**src/rtl/sm_status_monitor.sv**
```systemverilog
// Status monitor for a {o1,o2,err} upstream FSM: follows the status sequence,
// counts transactions and error episodes, flags dwell timeouts and raises irq.
module sm_status_monitor #(
    parameter int CNT_W   = 8,
    parameter int TMO_W   = 8,
    parameter int TMO_CYC = 16
) (
    input  logic             clk,
    input  logic             nrst,
    input  logic             o1,
    input  logic             o2,
    input  logic             err,
    input  logic             clr,
    output logic [CNT_W-1:0] done_cnt,
    output logic [CNT_W-1:0] err_cnt,
    output logic             err_sticky,
    output logic             tmo,
    output logic             irq,
    output logic [1:0]       mon_state
);

    typedef enum logic [1:0] {
        M_IDLE  = 2'b00,
        M_ARMED = 2'b01,
        M_BUSY  = 2'b10,
        M_ERR   = 2'b11
    } mstate_t;

    typedef enum logic [1:0] {C_IDLE, C_S1, C_S2, C_ERR} code_t;

    mstate_t          state;
    mstate_t          state_nxt;
    code_t            code;
    logic [TMO_W-1:0] dwell;
    logic [TMO_W-1:0] dwell_nxt;
    logic             done_ev;
    logic             err_ev;
    logic             active_nxt;
    logic             tmo_nxt;

    // Illegal upstream codes are treated exactly like the ERROR status.
    always_comb begin
        unique case ({o1, o2, err})
            3'b000:  code = C_IDLE;
            3'b100:  code = C_S1;
            3'b010:  code = C_S2;
            default: code = C_ERR;
        endcase
    end

    // NOTE: every signal assigned in always_comb gets a default first so no path can infer a latch.
    always_comb begin
        state_nxt = state;
        unique case (state)
            M_IDLE: begin
                if (code == C_S1)       state_nxt = M_ARMED;
                else if (code == C_ERR) state_nxt = M_ERR;
            end
            M_ARMED: begin
                if (code == C_S2)        state_nxt = M_BUSY;
                else if (code == C_ERR)  state_nxt = M_ERR;
                else if (code == C_IDLE) state_nxt = M_IDLE;
            end
            M_BUSY: begin
                if (code == C_IDLE)                      state_nxt = M_IDLE;
                else if (code == C_ERR || code == C_S1)  state_nxt = M_ERR;
            end
            M_ERR: begin
                if (code == C_IDLE) state_nxt = M_IDLE;
            end
        endcase
    end

    assign done_ev    = (state == M_BUSY) && (code == C_IDLE);
    assign err_ev     = (state_nxt == M_ERR) && (state != M_ERR);
    assign active_nxt = (state_nxt == M_ARMED) || (state_nxt == M_BUSY);

    // Dwell restarts on every state change, so it counts edges spent in the current state.
    always_comb begin
        if (!active_nxt || state_nxt != state) dwell_nxt = '0;
        else if (dwell != '1)                  dwell_nxt = dwell + 1'b1;
        else                                   dwell_nxt = dwell;
    end

    assign tmo_nxt = active_nxt && (dwell_nxt >= TMO_W'(TMO_CYC));

    // Clear takes effect first, so an event on the clearing edge leaves a count of one.
    function automatic logic [CNT_W-1:0] bump(input logic [CNT_W-1:0] cnt,
                                              input logic ev, input logic cl);
        logic [CNT_W-1:0] base;
        base = cl ? '0 : cnt;
        return (ev && base != '1) ? base + 1'b1 : base;
    endfunction

    // NOTE: sequential state uses non-blocking assignments so all registers update from pre-edge values.
    always_ff @(posedge clk or negedge nrst) begin
        if (!nrst) begin
            state      <= M_IDLE;
            dwell      <= '0;
            done_cnt   <= '0;
            err_cnt    <= '0;
            err_sticky <= 1'b0;
            tmo        <= 1'b0;
            irq        <= 1'b0;
        end else begin
            state      <= state_nxt;
            dwell      <= dwell_nxt;
            done_cnt   <= bump(done_cnt, done_ev, clr);
            err_cnt    <= bump(err_cnt, err_ev, clr);
            err_sticky <= err_ev | (err_sticky & ~clr);
            tmo        <= tmo_nxt;
            irq        <= err_ev | (tmo_nxt & ~tmo);
        end
    end

    assign mon_state = state;

endmodule

```
**config.mk**
```make
export PLATFORM = sky130hd
export DESIGN_NAME = sm_status_monitor
export DESIGN_NICKNAME = d
export VERILOG_FILES = /design/src/rtl/sm_status_monitor.sv
export SDC_FILE = /design/constraint.sdc
export NUM_CORES = 1
export LEC_CHECK = 0
export ABC_AREA = 1
export CAP_MARGIN = 20
export CORE_ASPECT_RATIO = 0.8
export CORE_MARGIN = 1.5
export CORE_UTILIZATION = 40
export DETAILED_ROUTE_END_ITERATION = 6
export HOLD_SLACK_MARGIN = 0.12
export PLACE_DENSITY = 0.62
export SLEW_MARGIN = 5
export SYNTH_ARGS = -nofsm -noshare
export SYNTH_HDL_FRONTEND = slang
export SYNTH_SLANG_ARGS = --single-unit
```
**constraint.sdc**
```tcl
create_clock -name clk -period 3.4 [get_ports clk]
set_clock_uncertainty 0.15 [all_clocks]
set_input_delay 0.68 -clock clk [delete_from_list [all_inputs] [get_ports clk]]
set_output_delay 0.68 -clock clk [all_outputs]
set_load 0.01 [all_outputs]
```
**Yosys cells after proc, flatten, opt, wreduce, memory -nomap -nowiden**

Cells that the tools add are included.

- Add/sub/neg operators: 3
- $lt $le $gt $ge: 1
- Equal/unequal tests: 16
- Muxes and demuxes: 15
- Bitwise operators: 6
- Reduce and logical (&&, ||, !) cells: 12

Operators by type and width:

| cell | count |
|---|---|
| 8-bit two-way mux | 6 |
| 8-bit by 1-bit adder with 8-bit output, second input constant | 3 |
| 8-bit != test, second input constant | 3 |
| 2-bit two-way mux | 7 |
| 2-bit == test, second input constant | 6 |
| 8-bit by 5-bit >= comparator with 1-bit output, second input constant | 1 |
| 2-bit one-hot mux with 4 select lines | 1 |
| 2-bit by 1-bit == test with 1-bit output, second input constant | 3 |
| 2-bit one-hot mux with 3 select lines | 1 |
| 1-bit logical AND | 5 |
| 2-bit logical NOT | 2 |
| 3-bit by 2-bit == test with 1-bit output, second input constant | 1 |
| 3-bit == test, second input constant | 1 |
| 3-bit logical NOT | 1 |
| 1-bit logical OR | 3 |
| 1-bit bitwise AND | 2 |
| 2-bit != test | 1 |
| 2-bit != test, second input constant | 1 |
| 1-bit NOT | 2 |
| 1-bit OR | 2 |
| 1-bit logical NOT | 1 |

- Register bits after elaboration: 29
- Input port bits: 6
- Output and inout port bits: 21
- Logic and storage cells: 60

**Depth between registers and ports, before layout**

Gate-level depths: netlist of the first run.

- Word-level depth: 16
- Depth in mapped cells: 13

**Least setup slack after synthesis of the first run**

No wires, ideal clock.

- Path type: input -> register
- Start point: input o1
- End point: register irq
- Arrival: 2,079 ps
- Setup slack: 1,106 ps
- Cell stages on the path: 12
- Buffers on the path: 0
- Path through: nor2_2 > nor2_1 > o32a_1 > ha_1 > inv_1 > nor2_1 > nand3_1 > nor2_2 > o21ai_0 > nand2_1 > nand2_1 > nand2_1

- Word-level cells in the longest chain between the ends: 16
- Elaborated cells between the ends (all ways): 30
- Those cells by class: order compare (1); eq/ne (9); mux (10); bitwise (2); reduce/logical (8)

RTL lines:

| item | RTL line | text |
|---|---|---|
| from (decl) | 10 | `input logic o1,` |
| 3-bit by 2-bit == test with 1-bit output (tied with other cells) | 43 | `unique case ({o1, o2, err})` |
| 2-bit one-hot mux with 3 select lines (*) | 43 |  |
| 2-bit == test (tied with other cells) | 57, 61, 66 |  |
| 1-bit logical OR / 2-bit two-way mux (equally long branches) | 66, 62, 69 |  |
| 2-bit two-way mux, on equally long branches | 66, 61 |  |
| 2-bit two-way mux, on equally long branches | 65, 60 |  |
| 2-bit one-hot mux with 4 select lines (*) | 54 | `unique case (state)` |
| named net state_nxt[1] | 32 | `mstate_t state_nxt;` |
| [2 not listed] | -- |  |
| 1-bit logical NOT | 80 | `if (!active_nxt \|\| state_nxt != state) dwell_nxt = '0;` |
| 1-bit logical OR | 80 |  |
| 8-bit two-way mux | 80 |  |
| 8-bit by 5-bit >= comparator with 1-bit output | 85 | `assign tmo_nxt = active_nxt && (dwell_nxt >= TMO_W'(TMO_CYC));` |
| 1-bit logical AND (*) | 85 |  |
| named net tmo_nxt | 39 | `logic tmo_nxt;` |
| 1-bit bitwise AND (*) | 112 | `irq <= err_ev \| (tmo_nxt & ~tmo);` |
| 1-bit OR (*) | 112 |  |
| to (signal assigned) | 112 |  |
| to (decl) | 18 | `output logic irq,` |

The timed path passes the listed nets; every way through them passes the cells marked *.

**Final worst setup path of the first run**

Same ends and word-level chain as after synthesis.

==> results.yml, run 1 <==
outcome:
  outcome: "finished, final reports clean"
sta:
  fmax_mhz: 385
  post-route-period-util_pct: 76.5
  period_needed_ps: 2600
  finalSetupViolCount: 0
  setup_slack_ps: 800
  slew_headroom_pct: 75.0
  setup_tns_ps: 0
  worst_pin_slew_ps: 375
  rsz0062_at_grt: "false"
  slew_violations: 0
  finalHoldViolCount: 0
clock_network:
  holdBufCountCts: 0
  cts.htree.levels: 2
  cts_sinks: 29
  clkLatencyLatePin_ps: 280
  clk_path_buf_depth: 2
  cts_root_buffer: "clkbuf_8"
  cts_tree: "built"
  cts_buffers: 5
  post_cts_buffers: 0
  path_clk_slew_ps: 60
  cts_resized: 0
setup_path:
  required_ps: 3470
  crit_start: "o1"
  crit_family: "simple AND/OR/NAND/NOR gates"
  cp.arrival_ps: 2670
  end_kind: "flip-flop"
  slowest_delay_ps: 410
  worst-path-buf-inv: 2
  reg2reg_setup_slack_ps: 1370
  slowest_stage: "clkdlybuf4s50_1"
  crit_chain: "clkdlybuf4s50_1 > nor2_2 > nor2_1 > o32a_1 > ha_1 > inv_1 > nor2_1 > nand3_1 > nor2_2 > o21ai_0 > nand2_1 > nand2_1 > nand2_1"
  crit_fanout: 7
  crit_path_frequent_cell: "nand2_1"
  reg2regPathDepth: 10
  path_depth: 13
  cp-start-kind: "input pin"
  endpoint: "irq"
  worstSetupPathType: "in -> reg"
  reg2reg_from: "mon_state[0]"
  r2r-end: "irq"
grt:
  grt_usage_pct: 16.1
  grt_max_degree: 30
  antenna_found_initial: 0
  grt_overflow: 0
  grt_pass1_wl_mm: 6.00
  first_global_vias: 1300
synthesis:
  synth-main-ff-cell: "dfrtp_1"
  synth_cell_types: 30
  synth_edf_count: 0
  ys_top_cells_by_area: "dfrtp_1 42%, nand2_1 11%, xor2_1 6.0%, inv_1 4.7%, nor2_1 4.5%"
  ys_warn_count: 0
  yosysTopAreaCell: "dfrtp_1"
  yosysMostFrequentCell: "nand2_1"
  synth_top_area_share_pct: 41.5
  yosys-top-cells-count: "49 x nand2_1, 29 x dfrtp_1, 22 x inv_1, 21 x nor2_1, 15 x nand3_1"
  ys_seq_area_share_pct: 41.5
  syn-cell-area_um2: 1750
  async_reset_ff_share_pct: 100
  synth.avg_cell_area_um2: 8.32
  ys_seq_elements: 29
  synthCells: 210
  syn_nets: 220
placement:
  place_hpwl_mm: 2.44
  pre_cts_slack_ps: 513
  globalplace.congestion: 0.874
  io_buffers: 26
floorplanning:
  core_area_um2: 4180
  io_pins: 27
  die_y_um: 62.1
  rows: 21
  initial_utilization_pct: 41.8
  die_w_um: 76.9
  dieArea_um2: 4780
routing:
  detail_route.iter0.violations: 94
  first_pass_iters: 4
  drt-total-wl_mm: 3.40
  viasPerCell: 4.63
  drc: 0
  antenna_left: 0
  dr_total_vias: 1390
  route.detailed.wl_per_inst_um: 11.3
power_and_ir_drop:
  power_density_nw_per_um2: 335
  p_leak_nw: 0.951
  ir_drop_v: 0.000267
layout:
  n_antenna_cell: 0
  area_growth_pct: 22.3
  nets: 252
  post_route_cells_drive_above_1_share_pct: 15.2
job:
  max_cap_viol_count: 0
hold_path:
  hold_class: "reg -> reg"
-- placed cells by master, fill, tap and decap left out, drive strengths merged --
master	count
o32a	1
nor3	5
a21oi	2
nand4	4
nor2	29
nand3	18
xnor2	4
o21ai	11
nand2	57
clkbuf	8
dfrtp	29
a211oi	1
buf	2
inv	28
clkdlybuf4s50	26
a31oi	2
xor2	12
ha	4
-- registers in the layout, indices dropped and copies added (netlist names) --
name        flops
err_sticky      1
done_cnt        8
err_cnt         8
mon_state       2
irq             1
tmo             1
dwell           8
-- worst min-delay path by stage --
stage,start,end,slack [ps],cells after the start
after floorplan,nrst,done_cnt[0],230,0
after global placement,err_sticky,err_sticky,350,2
after detailed placement,err_sticky,err_sticky,340,2
after CTS,err_sticky,err_sticky,360,2
after global routing,err_sticky,err_sticky,390,2
final,err_sticky,err_sticky,350,2
-- power by group --
group / total [mW] / switching, mW / internal [mW]
clock network: 0.278 / 0.133 / 0.145
logic: 0.0783 / 0.0464 / 0.0319
registers: 0.360 / 0.00666 / 0.354
total: 0.716 / 0.186 / 0.531
-- layout make-up --
cell class                 count  area (µm²)
inverter                      28         113
timing repair buffer          28         275
multi-input combinational    150         873
sequential                    29         726
tap                           57        71.3
fill                         402        2040
clock buffer                   8        80.1
-- worst register-to-register path, delay by kind of cell (launching register included) --
family | cells | cell delay [ps]
adder cells (fa/ha/maj) | 1 | 280
AO/OA/AOI/OAI | 2 | 510
buffers and inverters | 1 | 40
flip-flops | 1 | 470
AND/OR/NAND/NOR | 6 | 530
-- routing by layer --
layer / vias to the layer above / share of wire [%] / track usage [%]
li1: 732 / - / -
met5: - / 0 / 0
met3: 2 / 4.4 / 4.56
met1: 629 / 51 / 22.7
met4: 0 / 0.41 / 6.25
met2: 27 / 44 / 23.1
-- cell families (layout without fill, tap and decap cells) --
| kind of cell | after synthesis | count (layout) | share of synthesized area (%) |
|---|---|---|---|
| xor gates and xnor gates | 16 | 16 | 8.02 |
| AOI/OAI and AO/OA | 17 | 17 | 5.87 |
| and+or+nand+nor | 113 | 113 | 33.2 |
| adders and majority gates | 4 | 4 | 2.86 |
| DFF | 29 | 29 | 41.5 |
| buffers and inverters | 31 | 64 | 8.52 |
-- per-stage QoR --
stage          utilization [%]  hold slack (ps)  std cells  power (mW)  area, µm²
2_1_floorplan                -              234        210       0.411       1750
3_5_place_dp              49.3              342        292       0.446       2060
3_3_place_gp              49.3              347        292       0.446       2060
5_1_grt                   51.2              394        300       0.751       2140
6_report                  51.2              347        300       0.716       2140
4_1_cts                   51.2              358        300       0.727       2140
No activity file was read; power rests on OpenSTA's default activity.
==> run 2: changes to the inputs <==
--- a/config.mk
+++ b/config.mk
@@ -12,7 +12,7 @@
 export CORE_UTILIZATION = 40
 export DETAILED_ROUTE_END_ITERATION = 6
 export HOLD_SLACK_MARGIN = 0.12
-export PLACE_DENSITY = 0.62
+export PLACE_DENSITY = 0.65
 export SLEW_MARGIN = 5
 export SYNTH_ARGS = -nofsm -noshare
 export SYNTH_HDL_FRONTEND = slang
==> constraint.sdc (replaced) <==
create_clock -name clk -period 2.3 [get_ports clk]
set_clock_uncertainty 0.15 [all_clocks]
set_input_delay 0.46 -clock clk [delete_from_list [all_inputs] [get_ports clk]]
set_output_delay 0.46 -clock clk [all_outputs]
set_load 0.01 [all_outputs]
==> run 2 against run 1 <==
  * Hold slack gained 24 ps
  * Clock power grew 52%
  * Final area grew 9.9%
  * Register-to-register slack lost 1100 ps
  * Die area is the same
  * Combinational power grew 69%
  * Critical path depth is the same
  * Global-route usage grew 1.4 points
  * Sequential cell count is the same
  * Critical path type unchanged
  * Largest cell class unchanged
  * Largest power group unchanged
==> results.yml, run 2 (synthesized netlist as in run 1, its figures left out) <==
job:
  max_cap_viol_count: 0
outcome:
  outcome: "finished, final reports clean"
clock_network:
  path_clk_slew_ps: 60
  clkLatencyLatePin_ps: 280
  cts_root_buffer: "clkbuf_8"
  holdBufCountCts: 0
  cts_buffers: 5
  cts_sinks: 29
  cts_tree: "built"
  clk_path_buf_depth: 2
  cts.htree.levels: 2
layout:
  final_common_cell: "nand2_1"
  finalInstanceArea_um2: 2350
  n_antenna_cell: 0
  nets: 278
  area_growth_pct: 34.4
  post_route_cells_drive_above_1_share_pct: 24.3
  utilization_pct: 56.2
  ff_latch_area_um2: 726
  fillCellCount: 357
  multi_input_area_um2: 876
  top_regs: "done_cnt x8, dwell x8, err_cnt x8"
  final_cell_mix: "49 x nand2_1, 29 x dfrtp_1, 28 x buf_4"
  fin_cells: 325
power_and_ir_drop:
  netSwitchingPower_mw: 0.268
  combPwrFrac_pct: 12.2
  power_density_nw_per_um2: 463
  seq_power_share_pct: 48.9
  ir_drop_v: 0.000222
  power.internal_mw: 0.821
  switching_share_pct: 24.6
  p_leak_nw: 1.11
  p_total_mw: 1.09
  clkPwrFrac_pct: 38.9
setup_path:
  cp-start-kind: "input pin"
  end_kind: "flip-flop"
  worstSetupPathType: "in -> reg"
  required_ps: 2320
  cp.arrival_ps: 2130
  crit_fanout: 7
sta:
  slew_violations: 0
  finalSetupViolCount: 0
  setup_tns_ps: 0
  post-route-period-util_pct: 91.8
  worst_pin_slew_ps: 369
  period_needed_ps: 2110
  setup_slack_ps: 188
  fmax_mhz: 474
  rsz0062_at_grt: "false"
  finalHoldViolCount: 0
  slew_headroom_pct: 75.4
  hold_ws_ps: 371
floorplanning:
  die_y_um: 62.1
  rows: 21
  dieArea_um2: 4780
  core_area_um2: 4180
  die_w_um: 76.9
  initial_utilization_pct: 41.8
  io_pins: 27
routing:
  antenna_left: 0
  drc: 0
  first_pass_iters: 4
  viasPerCell: 4.52
  drt-total-wl_mm: 3.62
  route.detailed.wl_per_inst_um: 11.1
  detail_route.iter0.violations: 80
  dr_total_vias: 1468
grt:
  grt_overflow: 0
  antenna_found_initial: 0
  grt_usage_pct: 17.4
  grt_max_degree: 30
  grt_pass1_wl_mm: 6.54
  first_global_vias: 1478
placement:
  globalplace.congestion: 0.833
  place_inst: 317
  place_area_um2: 2250
  place_hpwl_mm: 2.82
  pre_cts_slack_ps: -312
  io_buffers: 26
hold_path:
  hold_class: "reg -> reg"
[run 2: repair_timing]
action,CTS,global route
resized for setup,1,5
buffers inserted,1,0
pin swaps,2,5
endpoints found under the setup margin,2,10
[run 2: final timing paths]
check                        startpoint            to  slack [ps]  cells past startpoint
setup / recovery                    clr    err_cnt[7]         190                     13
hold / removal               err_sticky    err_sticky         370                      2
setup reg to reg           mon_state[0]      dwell[1]         290                      8
hold reg to reg              err_sticky    err_sticky         370                      2
max in group asynchronous          nrst  mon_state[1]        1310                      2
min in group asynchronous          nrst      dwell[7]         410                      2
[run 2: layer usage]
layer  routed length [µm]  part of all wire [%]  up-vias  GRT usage [%]
met5                    0                     0        -              0
met4                   70                   1.9        0           7.64
met3                  124                   3.4        7           3.68
met2                 1610                    44       18           27.7
met1                 1820                    50      661           22.9
li1                     -                     -      782              -
[run 2: power by group through the flow]
stage / clock, mW / combinational [mW] / sequential (mW)
floorplan: 0 / 0.0623 / 0.545
global placement: 0 / 0.132 / 0.542
detailed placement: 0 / 0.133 / 0.542
CTS: 0.434 / 0.135 / 0.533
global route: 0.455 / 0.148 / 0.535
finish: 0.423 / 0.132 / 0.533
[run 2: layout make-up]
type	count	area share, %
sequential	29	30.9
tap	57	3.04
inverter	28	4.79
timing repair buffer	54	20.3
multi-input combinational	150	37.3
clock buffer	7	3.67
[run 2: worst max-delay path, stage by stage]
cell and delay, ps:
clkdlybuf4s50_1 400, buf_4 170, inv_6 70, nand2_2 60, inv_1 80, ha_1 200, nand3_2 100, nor3_2 160
nand3_2 110, nand2_4 110, inv_2 80, nand2_1 70, nand2_1 50
==> run 3: changes to the inputs <==
--- a/config.mk
+++ b/config.mk
@@ -10,9 +10,11 @@
 export CORE_ASPECT_RATIO = 0.8
 export CORE_MARGIN = 1.5
 export CORE_UTILIZATION = 40
+export CTS_CLUSTER_DIAMETER = 100
 export DETAILED_ROUTE_END_ITERATION = 6
+export DONT_BUFFER_PORTS = 1
 export HOLD_SLACK_MARGIN = 0.12
-export PLACE_DENSITY = 0.65
+export PLACE_DENSITY = 0.56
 export SLEW_MARGIN = 5
 export SYNTH_ARGS = -nofsm -noshare
 export SYNTH_HDL_FRONTEND = slang
==> run 3 against run 2 <==
  * Wire length shrank 9.2%
  * Worst setup slack improved by 100 ps
  * Final area decreased by 19%
  * Combinational power decreased by 40%
  * Non-clock buffer count down 50
  * Hold slack got worse by 170 ps
  * Fmax is 5.2% higher
  * Register-to-register slack barely moved
  * Sequential power is 0.9% higher
==> results.yml, run 3 (synthesized netlist as in run 1, its figures left out) <==
outcome:
  outcome: "finished, final reports clean"
setup_path:
  worstSetupPathType: "reg -> reg"
  cp-start-kind: "flip-flop"
  worst-path-buf-inv: 1
  crit_family: "simple AND/OR/NAND/NOR gates"
  crit_chain: "o32a_1 > ha_1 > inv_1 > nor2_1 > nand3_1 > nor2_2 > o21ai_0 > nand2_1 > nand2_1 > nand2_1"
  r2r-end: "irq"
  slowest_stage: "dfrtp_1"
  end_kind: "flip-flop"
  crit_path_frequent_cell: "nand2_1"
  crit_fanout: 7
  reg2reg_setup_slack_ps: 290
  reg2reg_from: "mon_state[1]"
  cp.arrival_ps: 2070
  slowest_delay_ps: 480
  required_ps: 2360
  reg2regPathDepth: 10
layout:
  final_common_cell: "nand2_1"
  nets: 228
  n_antenna_cell: 0
  post_route_cells_drive_above_1_share_pct: 17.4
  top_regs: "done_cnt x8, dwell x8, err_cnt x8"
  area_growth_pct: 9.16
  final_cell_mix: "49 x nand2_1, 29 x dfrtp_1, 22 x inv_1"
  fin_cells: 276
routing:
  detail_route.iter0.violations: 73
  viasPerCell: 4.63
  dr_total_vias: 1279
  drt-total-wl_mm: 3.29
  route.detailed.wl_per_inst_um: 11.9
  first_pass_iters: 4
  drc: 0
  antenna_left: 0
sta:
  slew_violations: 0
  fmax_mhz: 498
  finalHoldViolCount: 0
  rsz0062_at_grt: "false"
  slew_headroom_pct: 76.8
  hold_ws_ps: 202
  finalSetupViolCount: 0
  period_needed_ps: 2010
  setup_tns_ps: 0
  setup_slack_ps: 293
  worst_pin_slew_ps: 346
  post-route-period-util_pct: 87.3
floorplanning:
  rows: 21
  die_w_um: 76.9
  initial_utilization_pct: 41.8
  dieArea_um2: 4780
  die_y_um: 62.1
  core_area_um2: 4180
  io_pins: 27
placement:
  io_buffers: 0
  place_hpwl_mm: 2.41
  globalplace.congestion: 0.800
  pre_cts_slack_ps: 159
  place_inst: 266
grt:
  first_global_vias: 1246
  grt_pass1_wl_mm: 5.91
  grt_max_degree: 30
  grt_overflow: 0
  grt_usage_pct: 16.0
  antenna_found_initial: 0
hold_path:
  hold_class: "in -> reg"
  hold_depth: 3
  hold_end: "done_cnt[2]"
  hp-start: "clr"
power_and_ir_drop:
  ir_drop_v: 0.000221
  power_density_nw_per_um2: 535
  p_leak_nw: 0.871
clock_network:
  cts_root_buffer: "clkbuf_8"
  clkLatencyLatePin_ps: 280
  path_clk_slew_ps: 60
  post_cts_buffers: 0
  cts_tree: "built"
  clk_path_buf_depth: 2
  cts_buffers: 5
  cts_sinks: 29
  cts.htree.levels: 2
job:
  max_cap_viol_count: 0
-- run 3: final cells by class --
class	instances	area, µm²
clock buffers	8	80.1
fillers	426	2270
inverters	28	113
multi-input cells	150	873
flip-flops and latches	29	726
well taps	57	71.3
repair buffers	4	45.0
-- run 3: worst max-delay path by stage --
stage / from / to / slack (ps) / depth (start not counted)
6_report: mon_state[1] / irq / 290 / 10
3_3_place_gp: o1 / irq / 210 / 13
5_1_grt: mon_state[1] / irq / 70 / 10
4_1_cts: mon_state[1] / irq / 280 / 10
2_1_floorplan: o1 / irq / 230 / 12
3_5_place_dp: err / irq / 160 / 12
-- run 3: per-layer routing --
layer / share of wire [%] / track usage [%] / vias to the layer above
met2: 43 / 22.3 / 19
met5: 0 / 0 / -
met1: 52 / 22.4 / 577
met4: 0.88 / 6.25 / 0
li1: - / - / 679
met3: 4.2 / 5.44 / 4
-- run 3: metrics by stage --
stage | area, µm² | util, % | total power [mW]
4_1_cts | 1910 | 45.7 | 1.04
5_1_grt | 1910 | 45.7 | 1.08
3_3_place_gp | 1800 | 43.0 | 0.613
6_report | 1910 | 45.7 | 1.02
2_1_floorplan | 1750 | - | 0.607
3_5_place_dp | 1800 | 43.0 | 0.613
-- run 3: worst reg2reg max path, cell delays in order, from the launching register on --
cell     delay, ps
dfrtp_1        480
o32a_1         390
ha_1           280
inv_1           30
nor2_1          90
nand3_1         80
nor2_2         150
o21ai_0        100
nand2_1         90
nand2_1         50
nand2_1         50
-- run 3: what timing repair did --
action | 4_1_cts | 5_1_grt
hold buffers | 2 | 0
endpoints found under the hold margin | 29 | 0
gates resized for setup | 0 | 0
-- run 3: power breakdown --
| part | switching (mW) | internal, mW |
|---|---|---|
| Combinational | 0.0524 | 0.0269 |
| Clock | 0.189 | 0.215 |
| Sequential | 0.0154 | 0.523 |
